**config.mk**
```make
export PLATFORM = sky130hd
export DESIGN_NAME = tape_mem_arbiter
export DESIGN_NICKNAME = d
export VERILOG_FILES = /design/src/rtl/tape_pkg.sv /design/src/rtl/tape_wr_fifo.sv /design/src/rtl/tape_mem_arbiter.sv
export SDC_FILE = /design/constraint.sdc
export NUM_CORES = 1
export LEC_CHECK = 0
export BUFFER_PORTS_ARGS = -buffer_cell sky130_fd_sc_hd__buf_4
export CAP_MARGIN = 20
export CORE_ASPECT_RATIO = 2
export CORE_MARGIN = 2
export CORE_UTILIZATION = 45
export CTS_BUF_LIST = sky130_fd_sc_hd__clkbuf_4 sky130_fd_sc_hd__clkbuf_8
export DETAILED_ROUTE_END_ITERATION = 8
export GPL_ROUTABILITY_DRIVEN = 0
export PLACE_DENSITY = 0.63
export SYNTH_ARGS = -nofsm -noshare
export SYNTH_HDL_FRONTEND = slang
export SYNTH_SLANG_ARGS = --single-unit
```
**constraint.sdc**
```tcl
create_clock -name clk -period 4.9 [get_ports clk]
set_input_delay 0.245 -clock clk [delete_from_list [all_inputs] [get_ports clk]]
set_output_delay 0.245 -clock clk [all_outputs]
set_load 0.1 [all_outputs]
```
**src/rtl/tape_pkg.sv**
```systemverilog
// Shared definitions for the cassette-image SDRAM arbiter: address width,
// FSM encoding and default command timing.
package tape_pkg;
    localparam int unsigned ADDR_W      = 25;
    localparam int unsigned CMD_GAP_DEF = 8;
    localparam int unsigned RD_LAT_DEF  = 6;

    typedef enum logic [2:0] {IDLE, WRITE, READ, WAIT_RD, GAP} state_t;

    // One past the given address, pinned at the top of the address space.
    function automatic logic [ADDR_W-1:0] addr_end(input logic [ADDR_W-1:0] a);
        return (a == '1) ? a : a + ADDR_W'(1);
    endfunction
endpackage

```
**src/rtl/tape_wr_fifo.sv**
```systemverilog
// Loader write buffer: synchronous FIFO with registered empty/full flags;
// a push into a full FIFO without a simultaneous pop is dropped and reported.
module tape_wr_fifo #(
    parameter int unsigned WIDTH = 33,
    parameter int unsigned DEPTH = 4
) (
    input  logic             clk,
    input  logic             reset_n,
    input  logic             push,
    input  logic [WIDTH-1:0] wdata,
    input  logic             pop,
    output logic [WIDTH-1:0] rdata,
    output logic             empty,
    output logic             drop
);
    localparam int unsigned AW = $clog2(DEPTH);

    logic [WIDTH-1:0] mem [DEPTH];
    logic [AW-1:0]    wr_ptr, rd_ptr;
    logic [AW:0]      count, count_nx;
    logic             full, push_ok, pop_ok;

    always_comb begin
        pop_ok   = pop && !empty;
        push_ok  = push && (!full || pop_ok);
        drop     = push && !push_ok;
        count_nx = count + (AW+1)'(push_ok) - (AW+1)'(pop_ok);
    end

    assign rdata = mem[rd_ptr];

    always_ff @(posedge clk) begin
        if (push_ok) mem[wr_ptr] <= wdata;
    end

    always_ff @(posedge clk or negedge reset_n) begin
        if (!reset_n) begin
            wr_ptr <= '0;
            rd_ptr <= '0;
            count  <= '0;
            empty  <= 1'b1;
            full   <= 1'b0;
        end else begin
            if (push_ok) wr_ptr <= wr_ptr + AW'(1);
            if (pop_ok)  rd_ptr <= rd_ptr + AW'(1);
            count <= count_nx;
            empty <= (count_nx == '0);
            full  <= (count_nx == (AW+1)'(DEPTH));
        end
    end
endmodule

```
**src/rtl/tape_mem_arbiter.sv**
```systemverilog
// Sequences loader writes and cassette reads onto the byte-wide SDRAM,
// enforcing command spacing and read latency, and tracks loaded tape length.
module tape_mem_arbiter
    import tape_pkg::*;
#(
    parameter int unsigned FIFO_DEPTH = 4,
    parameter int unsigned CMD_GAP    = CMD_GAP_DEF,
    parameter int unsigned RD_LAT     = RD_LAT_DEF
) (
    input  logic              clk,
    input  logic              reset_n,
    input  logic              ld_active,
    input  logic              ld_wr,
    input  logic [ADDR_W-1:0] ld_addr,
    input  logic [7:0]        ld_data,
    output logic              ld_overflow,
    input  logic              cas_req,
    input  logic [ADDR_W-1:0] cas_addr,
    output logic              cas_ack,
    output logic [7:0]        cas_data,
    output logic [ADDR_W-1:0] tape_len,
    output logic [ADDR_W-1:0] mem_addr,
    output logic [7:0]        mem_din,
    output logic              mem_we,
    output logic              mem_rd,
    input  logic [7:0]        mem_dout
);
    localparam int unsigned FW    = ADDR_W + 8;
    localparam int unsigned GAP_W = $clog2(CMD_GAP + 1);
    localparam int unsigned LAT_W = $clog2(RD_LAT + 1);

    state_t            state, state_nx;
    logic [FW-1:0]     fifo_head;
    logic              fifo_empty, fifo_drop;
    logic [GAP_W-1:0]  gap_cnt;
    logic [LAT_W-1:0]  lat_cnt;
    logic              issue_wr, issue_rd, capture;
    logic              ld_active_q, ld_rise;
    logic [ADDR_W-1:0] len_base, len_cand, len_nx;

    tape_wr_fifo #(.WIDTH(FW), .DEPTH(FIFO_DEPTH)) u_fifo (
        .clk    (clk),
        .reset_n(reset_n),
        .push   (ld_wr),
        .wdata  ({ld_addr, ld_data}),
        .pop    (issue_wr),
        .rdata  (fifo_head),
        .empty  (fifo_empty),
        .drop   (fifo_drop)
    );

    assign ld_rise = ld_active && !ld_active_q;

    always_ff @(posedge clk or negedge reset_n) begin
        if (!reset_n) state <= IDLE;
        else          state <= state_nx;
    end

    always_comb begin
        state_nx = state;
        issue_wr = 1'b0;
        issue_rd = 1'b0;
        capture  = 1'b0;
        unique case (state)
            IDLE: begin
                // A strobe arriving this cycle is not yet visible in the FIFO
                // flags, so it also holds off a read to keep writes first.
                if (!fifo_empty) begin
                    issue_wr = 1'b1;
                    state_nx = WRITE;
                end else if (cas_req && !ld_active && !ld_wr) begin
                    issue_rd = 1'b1;
                    state_nx = READ;
                end
            end
            WRITE:   state_nx = GAP;
            READ:    state_nx = WAIT_RD;
            WAIT_RD: begin
                if (lat_cnt == LAT_W'(RD_LAT - 1)) begin
                    capture  = 1'b1;
                    state_nx = GAP;
                end
            end
            GAP:     if (gap_cnt >= GAP_W'(CMD_GAP - 2)) state_nx = IDLE;
            default: state_nx = IDLE;
        endcase
    end

    always_comb begin
        len_base = ld_rise ? '0 : tape_len;
        len_cand = addr_end(fifo_head[FW-1:8]);
        len_nx   = (issue_wr && len_cand > len_base) ? len_cand : len_base;
    end

    always_ff @(posedge clk or negedge reset_n) begin
        if (!reset_n) begin
            mem_addr    <= '0;
            mem_din     <= '0;
            mem_we      <= 1'b0;
            mem_rd      <= 1'b0;
            cas_ack     <= 1'b0;
            cas_data    <= '0;
            gap_cnt     <= '0;
            lat_cnt     <= '0;
            ld_active_q <= 1'b0;
            ld_overflow <= 1'b0;
            tape_len    <= '0;
        end else begin
            mem_we      <= issue_wr;
            mem_rd      <= issue_rd;
            cas_ack     <= capture;
            ld_active_q <= ld_active;
            tape_len    <= len_nx;
            if (issue_wr) begin
                mem_addr <= fifo_head[FW-1:8];
                mem_din  <= fifo_head[7:0];
            end else if (issue_rd) begin
                mem_addr <= cas_addr;
            end
            if (capture) cas_data <= mem_dout;
            if (issue_wr || issue_rd)              gap_cnt <= '0;
            else if (gap_cnt != GAP_W'(CMD_GAP))   gap_cnt <= gap_cnt + GAP_W'(1);
            if (issue_rd)                          lat_cnt <= '0;
            else if (state == WAIT_RD)             lat_cnt <= lat_cnt + LAT_W'(1);
            if (fifo_drop)    ld_overflow <= 1'b1;
            else if (ld_rise) ld_overflow <= 1'b0;
        end
    end
endmodule
```
; ---- Word-level counts from Yosys, hierarchy flattened
; Memory sizes are Yosys's and may differ from the RTL's.
; Cells that the tools add are included.
[totals]
mem_count = 1
output_inout_bits = 70
ram_bits = 132
reg_bits = 90
wordCells = 85
input_bits = 71
[memory_table]
columns = name, depth, word_bits, rd, rd_clocked_by_memory_dff, write_ports, line
row1 = u_fifo.mem, 4, 33, 1, 0, 1, tape_wr_fifo.sv:18  ; logic [WIDTH-1:0] mem [DEPTH];
[op_classes]
eq_ne = 11
muxes = 25
n_lt_le_gt_ge = 2
reduce_logical = 22
n_addsub = 7
[ops]
columns = op, count
row1 = $mux W25, 5
row2 = $add A25 B1 Y25 const B, 1
row3 = $eq A25 B25 Y1 const B, 1
row4 = $gt A25 B25 Y1, 1
row5 = $mux W3, 6
row6 = $pmux W3 S5, 1
row7 = $mux W1, 11
row8 = $eq A3 B3 Y1 const B, 3
row9 = $mux W4, 2
row10 = $reduce_bool A2 Y1, 4
row11 = $logic_and A1 B1 Y1, 7
row12 = $eq A3 B2 Y1 const B, 2
row13 = $logic_not A1 Y1, 6
row14 = $logic_not A3 Y1, 2
row15 = $add A2 B1 Y2 const B, 2
row16 = $add A4 B1 Y4 const B, 1
row17 = $ge A4 B3 Y1 const B, 1
row18 = $ne A2 B2 Y1 const B, 2
row19 = $ne A4 B4 Y1 const B, 1
row20 = $add A3 B1 Y3, 1
row21 = $add A3 B1 Y3 const B, 1
row22 = $eq A3 B1 Y1 const B, 1
row23 = $ne A3 B3 Y1 const B, 1
row24 = $reduce_and A3 Y1, 1
row25 = other kinds (2), 3

; ---- Logic depth before layout (Yosys ltp)
; Gate-level depths: netlist of the first run.
[depth]
depth_word = 8
ltp_mapped = 19
depth_no_buf = 15

; ---- Hierarchy
; From an unflattened synthesis of the first run, not the netlist that was laid out.
[hier_totals]
cells_unflattened = 678
area_unflattened_um2 = 10070.9
[modules_own_cells]
columns = module, cells_each, area_each_um2, instances
row1 = tape_wr_fifo, 212, 5292.6, 1
row2 = tape_mem_arbiter, 466, 4778.3, 1

; ---- Worst setup path after synthesis of the first run
; Ideal clock, no wire load.
[synth_timing]
path_kind = register to register
start = register u_fifo.rd_ptr[1]
end = register tape_len[10]
path_slack_ns = 0.641
n_path_buf = 4
t_arrival_ns = 4.135
period_less_slack_ns = 4.259
stages_incl_launch_ff = 20
path_cell_list = dfrtp_1 > clkbuf_8 > clkbuf_8 > buf_2 > mux4_2 > ha_1 > nand2_1 > nor3_4 > a21boi_2 > nand3_1 > xnor2_1 > ha_1 > a22o_1 > nor4_1 > o221ai_1 > o21ai_0 > o21ai_0 > o21ai_2 > clkbuf_1 > mux2_2
[synth_between]
elab_chain_cells = 6
elab_cells_between_ends = 7
[synth_rtl]
columns = item, line
row1 = from (decl), tape_wr_fifo.sv:19  ; logic [AW-1:0] wr_ptr, rd_ptr;
row2 = from (signal assigned), tape_wr_fifo.sv:45  ; if (pop_ok) rd_ptr <= rd_ptr + AW'(1);
row3 = $mem_v2 Z4 W33 (*), n/a
row4 = $add A25 B1 Y25 or $eq A25 B25 Y1 (tied branches), tape_pkg.sv:12  ; return (a == '1) ? a : a + ADDR_W'(1);
row5 = $mux W25 (*), tape_pkg.sv:12
row6 = $gt A25 B25 Y1, tape_mem_arbiter.sv:92  ; len_nx = (issue_wr && len_cand > len_base) ? len_cand : len_base;
row7 = $logic_and A1 B1 Y1, tape_mem_arbiter.sv:92
row8 = $mux W25 (*), tape_mem_arbiter.sv:92
row9 = via len_nx[10], tape_mem_arbiter.sv:39  ; logic [ADDR_W-1:0] len_base, len_cand, len_nx;
row10 = to (signal assigned), tape_mem_arbiter.sv:113  ; tape_len <= len_nx;
row11 = to (decl), tape_mem_arbiter.sv:21  ; output logic [ADDR_W-1:0] tape_len,
; Mark *: on every way through the listed nets, which the timed path passes. The rest lies on a longest branch.
; A chain may end at the register's enable or synchronous reset.

; ---- Worst setup path in the final report of the first run
[layout_timing]
start = register u_fifo.rd_ptr[0]
end = register tape_len[3]
; Same word-level chain as after synthesis.

==> results of run 1 <==
==> sequential cells by signal, indices dropped and copies added, names as in the netlist, 2 cells and up <==
signal         cells
u_fifo.wr_ptr      2
tape_len          25
mem_din            8
u_fifo.count       3
state              3
gap_cnt            4
u_fifo.rd_ptr      2
u_fifo.mem       132
mem_addr          25
lat_cnt            3
cas_data           8
==> tightest hold or removal path, cell delays in order <==
cell and delay (ns):
buf_4 0.11, nand3_1 0.12, a21o_1 0.13, a21oi_1 0.06
==> kinds of logic after synthesis <==
family                   Yosys count
flip-flops                       222
AND/OR/NAND/NOR                  200
AO/OA/AOI/OAI                     69
multiplexers                      68
buffers and inverters             63
adder cells (fa/ha/maj)           38
XOR/XNOR                          29
==> cell usage in the layout (no fill, tap or decap), types with 2 or more instances in the layout <==
master / netlist / routed
edfxtp_1: 132 / 132
xor2_1: 6 / 6
a21o_1: 3 / 3
inv_1: 38 / 38
dfrtp_1: 89 / 88
and2_1: 28 / 24
o22a_1: 2 / 2
a22oi_1: 25 / 25
nor3_1: 8 / 8
nor2_2: 1 / 2
mux4_2: 14 / 14
ha_1: 37 / 37
and2_2: 1 / 5
clkinv_2: 0 / 4
mux4_1: 19 / 19
a41oi_1: 2 / 2
clkbuf_4: 0 / 7
bufinv_16: 0 / 3
a31oi_1: 3 / 3
nand4_2: 3 / 3
buf_12: 1 / 2
nor2_1: 18 / 17
nand4_1: 7 / 7
o21ai_0: 12 / 12
mux2_2: 32 / 32
nor4_1: 5 / 4
xnor2_1: 23 / 23
mux2i_1: 3 / 3
buf_4: 0 / 157
and3_1: 4 / 4
nand2_1: 99 / 99
nand3_1: 14 / 14
clkinv_1: 0 / 11
dlygate4sd3_1: 0 / 69
clkbuf_8: 3 / 31
a21oi_1: 10 / 10
a211oi_1: 3 / 3
==> final cells by class <==
cell class                 count  area share (%)
multi-input combinational    404            27.1
sequential                   222            48.9
tap                          276            2.72
clock inverter                19            1.25
clock buffer                  38            3.77
timing repair buffer         229            15.1
inverter                      39            1.15
==> routing by layer <==
layer | vias up | GRT usage (%) | share of wire [%]
met5 | - | 0 | 0
met3 | 40 | 2.80 | 5.4
li1 | 3020 | - | -
met4 | 0 | 6.28 | 2.4
met1 | 3162 | 25.3 | 42
met2 | 208 | 33.1 | 51
==> worst max-delay path by stage <==
stage                                  from                      to  slack, ns  cells past startpoint
2_1_floorplan  u_fifo.rd_ptr[1]$_DFFE_PN0P_  tape_len[10]$_DFF_PN0_       0.64                     19
3_3_place_gp   u_fifo.rd_ptr[0]$_DFFE_PN0P_   tape_len[4]$_DFF_PN0_       0.40                     15
3_5_place_dp   u_fifo.rd_ptr[0]$_DFFE_PN0P_  tape_len[17]$_DFF_PN0_       0.40                     15
4_1_cts        u_fifo.rd_ptr[0]$_DFFE_PN0P_   tape_len[3]$_DFF_PN0_       0.37                     15
5_1_grt        u_fifo.rd_ptr[0]$_DFFE_PN0P_   tape_len[5]$_DFF_PN0_       0.11                     16
6_report       u_fifo.rd_ptr[0]$_DFFE_PN0P_   tape_len[3]$_DFF_PN0_       0.39                     15
==> stage by stage <==
| stage | area (um2) | cells | hold slack, ns | setup slack [ns] |
|---|---|---|---|---|
| 2_1_floorplan | 9950 | 689 | -0.0506 | 0.641 |
| 3_3_place_gp | 11400 | 1100 | 0.274 | 0.403 |
| 3_5_place_dp | 11400 | 1100 | 0.276 | 0.402 |
| 4_1_cts | 12700 | 1226 | 0.0951 | 0.367 |
| 5_1_grt | 12700 | 1227 | 0.176 | 0.112 |
| 6_report | 12700 | 1227 | 0.135 | 0.388 |
==> summary.md, run 1 <==
| Metric | Value |
|---|---|
| # setup viols final | 0 |
| Post-Synthesis Cells | 689 |
| Post-synth EDFFs | 132 |
| WHS Endpoint | state[1]$_DFFE_PN0P_ |
| Synth top cells by count | edfxtp_1 (132), nand2_1 (99), dfrtp_1 (89), inv_1 (38), ha_1 (37) |
| Outcome | complete, no violations |
| CP max stage cell | mux4_1 |
| Row count | 77 |
| Starting DRT DRC Count | 225 |
| Top delay family on crit path | simple AND/OR/NAND/NOR gates |
| CP max stage delay | 0.72 ns |
| RSZ-0062 raised after global routing | no |
| Post-synth cell types | 59 |
| Peak Freq | 222 MHz |
| Ys flop type | edfxtp_1 |
| Reg2Reg Capture Point | tape_len[3]$_DFF_PN0_ |
| Largest net degree at the start of global routing | 51 |
| Synthesized area per cell | 14.4 um2 |
| Post-synthesis sequential area ratio | 62.5% |
| Crit path launch type | register |
| Final hold violation count | 0 |
| Slew margin rel. | ~40% |
| Post-CTS Hold Buffers | roughly 70 |
| Synth area leader | edfxtp_1 |
| Final Max Tran Viols | 0 |
| Worst-Skew Late Latency | 0.58 ns |
| Starting density of the core | 45.5% |
| CP Class | register to register |
| Vias | 6430 |
| Root Driver | clkbuf_8 |
| Worst setup EP type | register |
| Cell breakdown of the critical path | buf_12 > mux4_1 > nand4_2 > nor2_2 > a21boi_2 > nand4_1 > xnor2_1 > ha_1 > nand4_1 > nor4_1 > o21ai_0 > a31oi_1 > o21ai_2 > buf_12 > mux2_2 |
| Adder-Cell Fraction of Synth Area | 4.85% |
| Worst-path maximum fanout | 24 |
| Multi-input gate area | 0.00344 mm2 |
| Worst min path class | input pin to register |
| WP buf/inv | 2 |
| Skew final | approximately 0.012 ns |
| Largest family of logic cells by synthesized area | multiplexers |
| WP data arrival | 4.97 ns |
| CTS tree | built |
| Min Tclk post-route | 4.51 ns |
| Clock sink count | 222 |
| Core Area | 0.0219 mm2 |
| Die width | 109 um |
| Io pins | 141 |
| Synth async-reset ratio | approximately 40% |
| GR Overflow Total | 0 |
| DRT Pass-1 Iters | 4 |
| # fillers | approximately 1.8k |
| Final period util | 92.1% |
| Layout area overhead | 27.7% |
| R2R Path Start | u_fifo.rd_ptr[0]$_DFFE_PN0P_ |
| First-pass GRT wire length | 35000 um |
| Die height | 214 um |
| HPWL after DPL | 14700 um |
| Yosys top cell area share | 39.8% |
| Syn nets | between 700 and 800 |
| Share of cells above drive strength 1 | 29.0% |
| Area of the mapped netlist | 0.00995 mm2 |
| WL final | roughly 22000 um |
| Core Util, Final | about three fifths |
| Least-Margin Pin Slew | 0.902 ns |
| FF+latch area | between 0.006 and 0.007 mm2 |
| Gr usage total | 19.4% |
| Hold Path Depth | 4 |
| Seq cells post-synth | 222 |
| Max clock buf depth | 3 |
| Htree depth | 1 |
| Per-cell routed wire length | ~18 um |
| # diodes | 0 |
| Die Area | about 0.023 mm2 |
| Synth Area in Simple Gates | between 10% and 20% |
| Post-Synth XOR/XNOR Area | under 10% |
| Required time at the worst-slack endpoint | 5.35 ns |
| PortBufs | 140 |
| Final ANT Viol Nets | 0 |
| Vias in the first global route | 6733 |
| Setup TNS | 0 ns |
| Max-cap violations | 0 |
| Drt drc | 0 |
| Nets@finish | between 1k and 1.5k |
| Synth warnings | 0 |
| R2R depth | 15 |
| Count leader, synth | edfxtp_1 |
| Antenna violations before repair | 0 |
| Synth Area in Compound Gates | 4.83% |
| CTS resizes | 0 |
| Top cells by area, synth | edfxtp_1 (40%), dfrtp_1 (22%), mux4_1 (5.0%) |
| Postcts setup bufs | 0 |
| Post-synthesis mux area share | 12.1% |
| Reg2Reg Setup Slack | 0.39 ns |
| Hold path startpoint | cas_req |
| Vias per cell | 5.24 |
| Clk pin slew, worst setup/hold paths | 0.07 ns |
| Num CTS Buffers | 31 |
Power of run 1 is left out: the tool's default activity adds up to more than one toggle a clock period on the data nets, which glitch-free logic cannot reach.
==> run 2, diff against run 1 <==
--- a/config.mk
+++ b/config.mk
@@ -5,9 +5,8 @@
 export SDC_FILE = /design/constraint.sdc
 export NUM_CORES = 1
 export LEC_CHECK = 0
-export BUFFER_PORTS_ARGS = -buffer_cell sky130_fd_sc_hd__buf_4
+export BUFFER_PORTS_ARGS = -buffer_cell sky130_fd_sc_hd__buf_2
 export CAP_MARGIN = 20
-export CORE_ASPECT_RATIO = 2
 export CORE_MARGIN = 2
 export CORE_UTILIZATION = 45
 export CTS_BUF_LIST = sky130_fd_sc_hd__clkbuf_4 sky130_fd_sc_hd__clkbuf_8
==> run 2 against run 1 <==
  * Global-route usage is 0.21 points higher
  * Register-to-register slack worse by 0.07 ns
  * Routed wire length is 3.8% higher
  * Non-clock buffer count is 6 lower
  * Final cell count is 1.1% higher
  * Utilization is 0.50 points lower
==> summary.md, run 2 (synthesized netlist as in run 1, its figures left out) <==
| Metric | Value |
|---|---|
| CTS tree | built |
| Final period util | 93.4% |
| Per-cell routed wire length | 18.4 um |
| Skew final | 0.0215 ns |
| Vias per cell | 5.29 |
| Slew margin rel. | 37.5% |
| Top flop regs | u_fifo.mem (132), mem_addr (25), tape_len (25) |
| Core Area | 0.0218 mm2 |
| Largest net degree at the start of global routing | 56 |
| Required time at the worst-slack endpoint | 5.30 ns |
| PortBufs | 140 |
| Final hold violation count | 0 |
| Outcome | complete, no violations |
| Min Tclk post-route | roughly 4.6 ns |
| Cell breakdown of the critical path | buf_12 > buf_4 > mux4_2 > nand4_4 > nor4_1 > nand4_1 > xnor2_1 > ha_1 > nand4_1 > nor4_1 > o21ai_0 > a31oi_1 > o21ai_2 > buf_12 > mux2_2 |
| Commonest non-fill, non-tap cell in the layout | buf_2 |
| Gr usage total | 19.6% |
| Starting DRT DRC Count | around 430 |
| Wire length on met2 | 11300 um |
| Crit path launch type | register |
| Die Area | 0.0233 mm2 |
| Commonest non-fill, non-tap cells in the layout | buf_2 (139), edfxtp_1 (132), nand2_1 (99) |
| Max-cap violations | 0 |
| Met3 WL | about 1200 um |
| Nets@finish | 1038 |
| CP max stage delay | 0.65 ns |
| RSZ-0062 raised after global routing | no |
| GR Overflow Total | 0 |
| Htree depth | 2 |
| Die height | approximately 150 um |
| Share of cells above drive strength 1 | 30.9% |
| Vias in the first global route | 6777 |
| Row count | 54 |
| Antenna violations before repair | 1 |
| Number of flip-flops under the largest register name | 132 |
| Io pins | 141 |
| Peak Freq | around 220 MHz |
| M1 WL | 9780 um |
| Layout area overhead | 25.9% |
| Final Max Tran Viols | 0 |
| CP max stage cell | nor4_1 |
| Starting density of the core | 45.7% |
| Drt drc | 0 |
| WL final | approximately 23000 um |
| Worst-path maximum fanout | 25 |
| Die width | 153 um |
| Worst min path class | input pin to register |
| Clk pin slew, worst setup/hold paths | 0.06 ns |
| HPWL after DPL | 15500 um |
| First-pass GRT wire length | 36400 um |
| CP Class | register to register |
| Setup TNS | 0 ns |
| Clock sink count | ~220 |
| Max Used Layer | met4 |
| Root Driver | clkbuf_8 |
| Vias | about 6.6k |
| # setup viols final | 0 |
| Num CTS Buffers | 39 |
| Least-Margin Pin Slew | 0.937 ns |
| WP data arrival | 4.98 ns |
| Reg2Reg Setup Slack | between 0.3 and 0.4 ns |
| Top delay family on crit path | simple AND/OR/NAND/NOR gates |
| Largest register by flop count | u_fifo.mem |
| Worst-Skew Late Latency | 0.54 ns |
| Max clock buf depth | 3 |
| WP buf/inv | 3 |
| Worst setup EP type | register |
| Final ANT Viol Nets | 0 |
| DRT Pass-1 Iters | 5 |
| # fillers | approximately 1.7k |
[run 2: layout make-up]
cell class	instances	area (um2)	share of cell area (%)
Antenna cell	1	2.50	0.0200
Clock inverter	4	33.8	0.270
Sequential cell	222	6220	49.6
Timing Repair Buffer	223	1530	12.2
Tap cell	280	350	2.80
Clock buffer	67	803	6.41
Inverter	39	146	1.17
Multi-Input combinational cell	404	3440	27.5
[run 2: worst paths after layout]
check,end,start,cells after the start
setup / recovery,tape_len[3]$_DFF_PN0_,u_fifo.rd_ptr[0]$_DFFE_PN0P_,15
hold / removal,mem_addr[12]$_DFFE_PN0N_,cas_addr[12],3
setup reg to reg,tape_len[3]$_DFF_PN0_,u_fifo.rd_ptr[0]$_DFFE_PN0P_,15
hold reg to reg,mem_addr[13]$_DFFE_PN0N_,mem_addr[13]$_DFFE_PN0N_,2
max in group asynchronous,tape_len[5]$_DFF_PN0_,reset_n,3
min in group asynchronous,u_fifo.rd_ptr[1]$_DFFE_PN0P_,reset_n,2
[run 2: repair_timing]
action	CTS	global route
hold buffers	66	1
setup endpoints to repair	0	25
buffers inserted	0	5
resized for setup	0	1
hold endpoints to repair	198	1
[run 2: per-layer routing]
layer | vias up | GRT usage, %
li1 | 3035 | -
met3 | 46 | 3.21
met1 | 3264 | 26.2
met2 | 212 | 32.8
met5 | - | 0
met4 | 0 | 7.05
[run 2: worst min-delay path, stage by stage]
cell and delay [ns]:
buf_2 0.10, a22oi_1 0.09, nand2_1 0.07
[run 2: per-stage QoR]
step                util (%)  hold slack [ns]  instance area [um2]  setup WS (ns)  instances
detailed placement      50.4            0.242                11000          0.242       1095
global placement        50.4            0.237                11000          0.387       1095
finish                  57.6           0.0198                12500          0.323       1240
global route            57.6           0.0294                12500         0.0303       1240
floorplan                  -          -0.0506                 9950          0.641        689
CTS                     57.3         0.000410                12500          0.158       1232
Power of run 2 is left out for the same reason.
==> run 3, diff against run 2 <==
--- a/config.mk
+++ b/config.mk
@@ -5,8 +5,8 @@
 export SDC_FILE = /design/constraint.sdc
 export NUM_CORES = 1
 export LEC_CHECK = 0
+export ABC_AREA = 1
 export BUFFER_PORTS_ARGS = -buffer_cell sky130_fd_sc_hd__buf_2
-export CAP_MARGIN = 20
 export CORE_MARGIN = 2
 export CORE_UTILIZATION = 45
 export CTS_BUF_LIST = sky130_fd_sc_hd__clkbuf_4 sky130_fd_sc_hd__clkbuf_8
==> run 3 against run 2 <==
  * Final area is 2.6% higher
  * Worst hold slack better by 0.0096 ns
  * Non-clock buffer count is 2 lower
  * Die area increased by 5.3%
  * Global-route usage rose by 2.2 points
  * Critical path type unchanged
  * Critical path depth increased by 7
==> summary.md, run 3 <==
| Metric | Value |
|---|---|
| Die width | 157 um |
| Hold path startpoint | cas_addr[6] |
| Antenna violations before repair | 0 |
| HPWL after DPL | between 15000 and 20000 um |
| Synth async-reset ratio | 40.5% |
| Vias per cell | between 4 and 5 |
| Reg2Reg Setup Slack | around 0.60 ns |
| Htree depth | 2 |
| Final Max Tran Viols | 0 |
| Starting DRT DRC Count | 596 |
| Post-CTS Hold Buffers | between 60 and 70 |
| Count leader, synth | nand2_1 |
| WHS | 0.0294 ns |
| Synthesized area per cell | 9.83 um2 |
| R2R Path Start | u_fifo.rd_ptr[1]$_DFFE_PN0P_ |
| Commonest non-fill, non-tap cell in the layout | nand2_1 |
| Seq cells post-synth | about 220 |
| Per-cell routed wire length | 16.3 um |
| Peak Freq | 233 MHz |
| PortBufs | 140 |
| WP data arrival | 4.72 ns |
| Commonest non-fill, non-tap cells in the layout | nand2_1 (377), buf_2 (139), edfxtp_1 (132) |
| # setup viols final | 0 |
| WP buf/inv | 4 |
| Vias in the first global route | 7760 |
| CTS tree | built |
| GR Overflow Total | 0 |
| Final hold violation count | 0 |
| Outcome | complete, no violations |
| Worst-path maximum fanout | 37 |
| Vias | 8111 |
| Syn nets | 1177 |
| Starting density of the core | 46.1% |
| Root Driver | clkbuf_8 |
| Max clock buf depth | 3 |
| WL final | 26600 um |
| Synth area leader | edfxtp_1 |
| Layout area overhead | 22.5% |
| WHS Endpoint | mem_addr[6]$_DFFE_PN0N_ |
| RSZ-0062 raised after global routing | no |
| Largest net degree at the start of global routing | 67 |
| Worst min path class | input pin to register |
| DRT Pass-1 Iters | 5 |
| First-pass GRT wire length | 41400 um |
| DP Cell Count | about 1.5k |
| Area of the mapped netlist | 0.0105 mm2 |
| Skew final | 0.0134 ns |
| Synth warnings | 0 |
| Top flop regs | u_fifo.mem (132), mem_addr (25), tape_len (25) |
| Max-cap violations | 0 |
| Clk pin slew, worst setup/hold paths | 0.06 ns |
| Min Tclk post-route | approximately 4.3 ns |
| Slew margin rel. | 48.9% |
| Clock sink count | 222 |
| Die Area | 0.0246 mm2 |
| Worst setup EP type | register |
| Least-Margin Pin Slew | 0.766 ns |
| Top cells by area, synth | edfxtp_1 (38%), dfrtp_1 (21%), nand2_1 (13%) |
| CP Class | register to register |
| Ys flop type | edfxtp_1 |
| Reg2Reg Capture Point | tape_len[20]$_DFF_PN0_ |
| Largest register by flop count | u_fifo.mem |
| CP max stage cell | inv_2 |
| Die height | 157 um |
| Required time at the worst-slack endpoint | ~5.3 ns |
| Nets@finish | 1398 |
| Cell breakdown of the critical path | inv_2 > nand3_1 > nand2_1 > nor2_2 > nand2_1 > nor2_4 > nand2_2 > inv_2 > nand2_4 > nand3_2 > ha_1 > nand2_1 > nor2_1 > nand2_1 > nor3_1 > nand2_1 > inv_1 > nor2_1 > nor2_2 > inv_2 > nand2_1 > nand2_1 |
| Yosys top cell area share | between 30% and 40% |
| Synth top cells by count | nand2_1 (377), edfxtp_1 (132), dfrtp_1 (89), nand3_1 (80), nor2_1 (72) |
| Hold Path Depth | 3 |
| Top delay family on crit path | simple AND/OR/NAND/NOR gates |
| Drt drc | 0 |
| Post-synthesis sequential area ratio | between 50 and 60% |
| Critical Path Most Common Cell | nand2_1 |
| # diodes | 0 |
| Final ANT Viol Nets | 0 |
| CTS resizes | 0 |
| Worst-Skew Late Latency | 0.54 ns |
| Row count | between 50 and 60 |
| Setup TNS | 0 ns |
| Share of cells above drive strength 1 | 20.6% |
| Postcts setup bufs | 0 |
| Io pins | 141 |
| Crit path launch type | register |
| Post-Synthesis Cells | roughly 1.1k |
| Final period util | between 80% and 90% |
| R2R depth | 22 |
| Post-route insts no fill | between 1.5k and 2k |
| CP max stage delay | about 0.55 ns |
| Gr usage total | a little over a fifth |
| Post-synth cell types | 41 |
| Core Area | 0.0228 mm2 |
| Num CTS Buffers | 37 |
| Number of flip-flops under the largest register name | 132 |
| Post-synth EDFFs | 132 |
-- run 3: cell count changes after synthesis, moves of 24 or more --
cell,delta
and2_1,-27
inv_1,+26
mux2_2,-32
nand2_1,+278
nand3_1,+66
nor2_1,+54
o21ai_0,+24
-- run 3: logic make-up (layout without fill, tap and decap cells) --
| family | after synthesis | after routing | synth area share [%] |
|---|---|---|---|
| compound gates | 92 | 92 | 5.29 |
| xor+xnor | 15 | 15 | 1.25 |
| fa+ha+maj | 38 | 38 | 4.60 |
| buf+inv | 109 | 358 | 5.12 |
| flops | 222 | 222 | 59.2 |
| simple gates | 592 | 592 | 24.5 |
-- run 3: area by class of cell --
type,instances,area [um2]
Clock buffer,52,653
Clock inverter,15,73.8
Multi-Input combinational cell,737,3760
Timing Repair Buffer,221,1490
Sequential cell,222,6220
Tap cell,313,392
Inverter,70,268
Fill cell,2006,9920
-- run 3: metrics by stage --
step / utilization, % / cell area [um2] / setup WS [ns]
2_1_floorplan: - / 10500 / 1.36
3_3_place_gp: 50.3 / 11500 / 0.676
4_1_cts: 56.5 / 12900 / 0.571
3_5_place_dp: 50.3 / 11500 / 0.598
5_1_grt: 56.5 / 12900 / 0.0926
6_report: 56.5 / 12900 / 0.600
-- run 3: how the worst max path moves through the flow --
stage,startpoint,slack [ns],depth (start not counted),to
detailed placement,u_fifo.rd_ptr[0]$_DFFE_PN0P_,0.60,24,tape_len[19]$_DFF_PN0_
finish,u_fifo.rd_ptr[1]$_DFFE_PN0P_,0.60,22,tape_len[20]$_DFF_PN0_
floorplan,u_fifo.rd_ptr[0]$_DFFE_PN0P_,1.36,27,tape_len[15]$_DFF_PN0_
global placement,u_fifo.rd_ptr[0]$_DFFE_PN0P_,0.68,23,tape_len[13]$_DFF_PN0_
global route,u_fifo.rd_ptr[0]$_DFFE_PN0P_,0.09,24,tape_len[16]$_DFF_PN0_
CTS,u_fifo.rd_ptr[0]$_DFFE_PN0P_,0.57,24,tape_len[20]$_DFF_PN0_
-- run 3: worst reg2reg max path: stages (launching register included) --
cell and delay, ns:
dfrtp_1 0.38, inv_2 0.56, nand3_1 0.17, nand2_1 0.33, nor2_2 0.09, nand2_1 0.15, nor2_4 0.05, nand2_2 0.09
inv_2 0.06, nand2_4 0.30, nand3_2 0.20, ha_1 0.32, nand2_1 0.06, nor2_1 0.18, nand2_1 0.08, nor3_1 0.18
nand2_1 0.07, inv_1 0.05, nor2_1 0.05, nor2_2 0.37, inv_2 0.27, nand2_1 0.11, nand2_1 0.06
-- run 3: routing by layer --
layer	GRT usage (%)	wire [um]	vias up
li1	-	-	4013
met1	30.0	12300	3793
met2	34.6	12000	252
met3	4.40	1620	53
met4	7.38	636	0
met5	0	0	-
Power of run 3 is left out for the same reason.
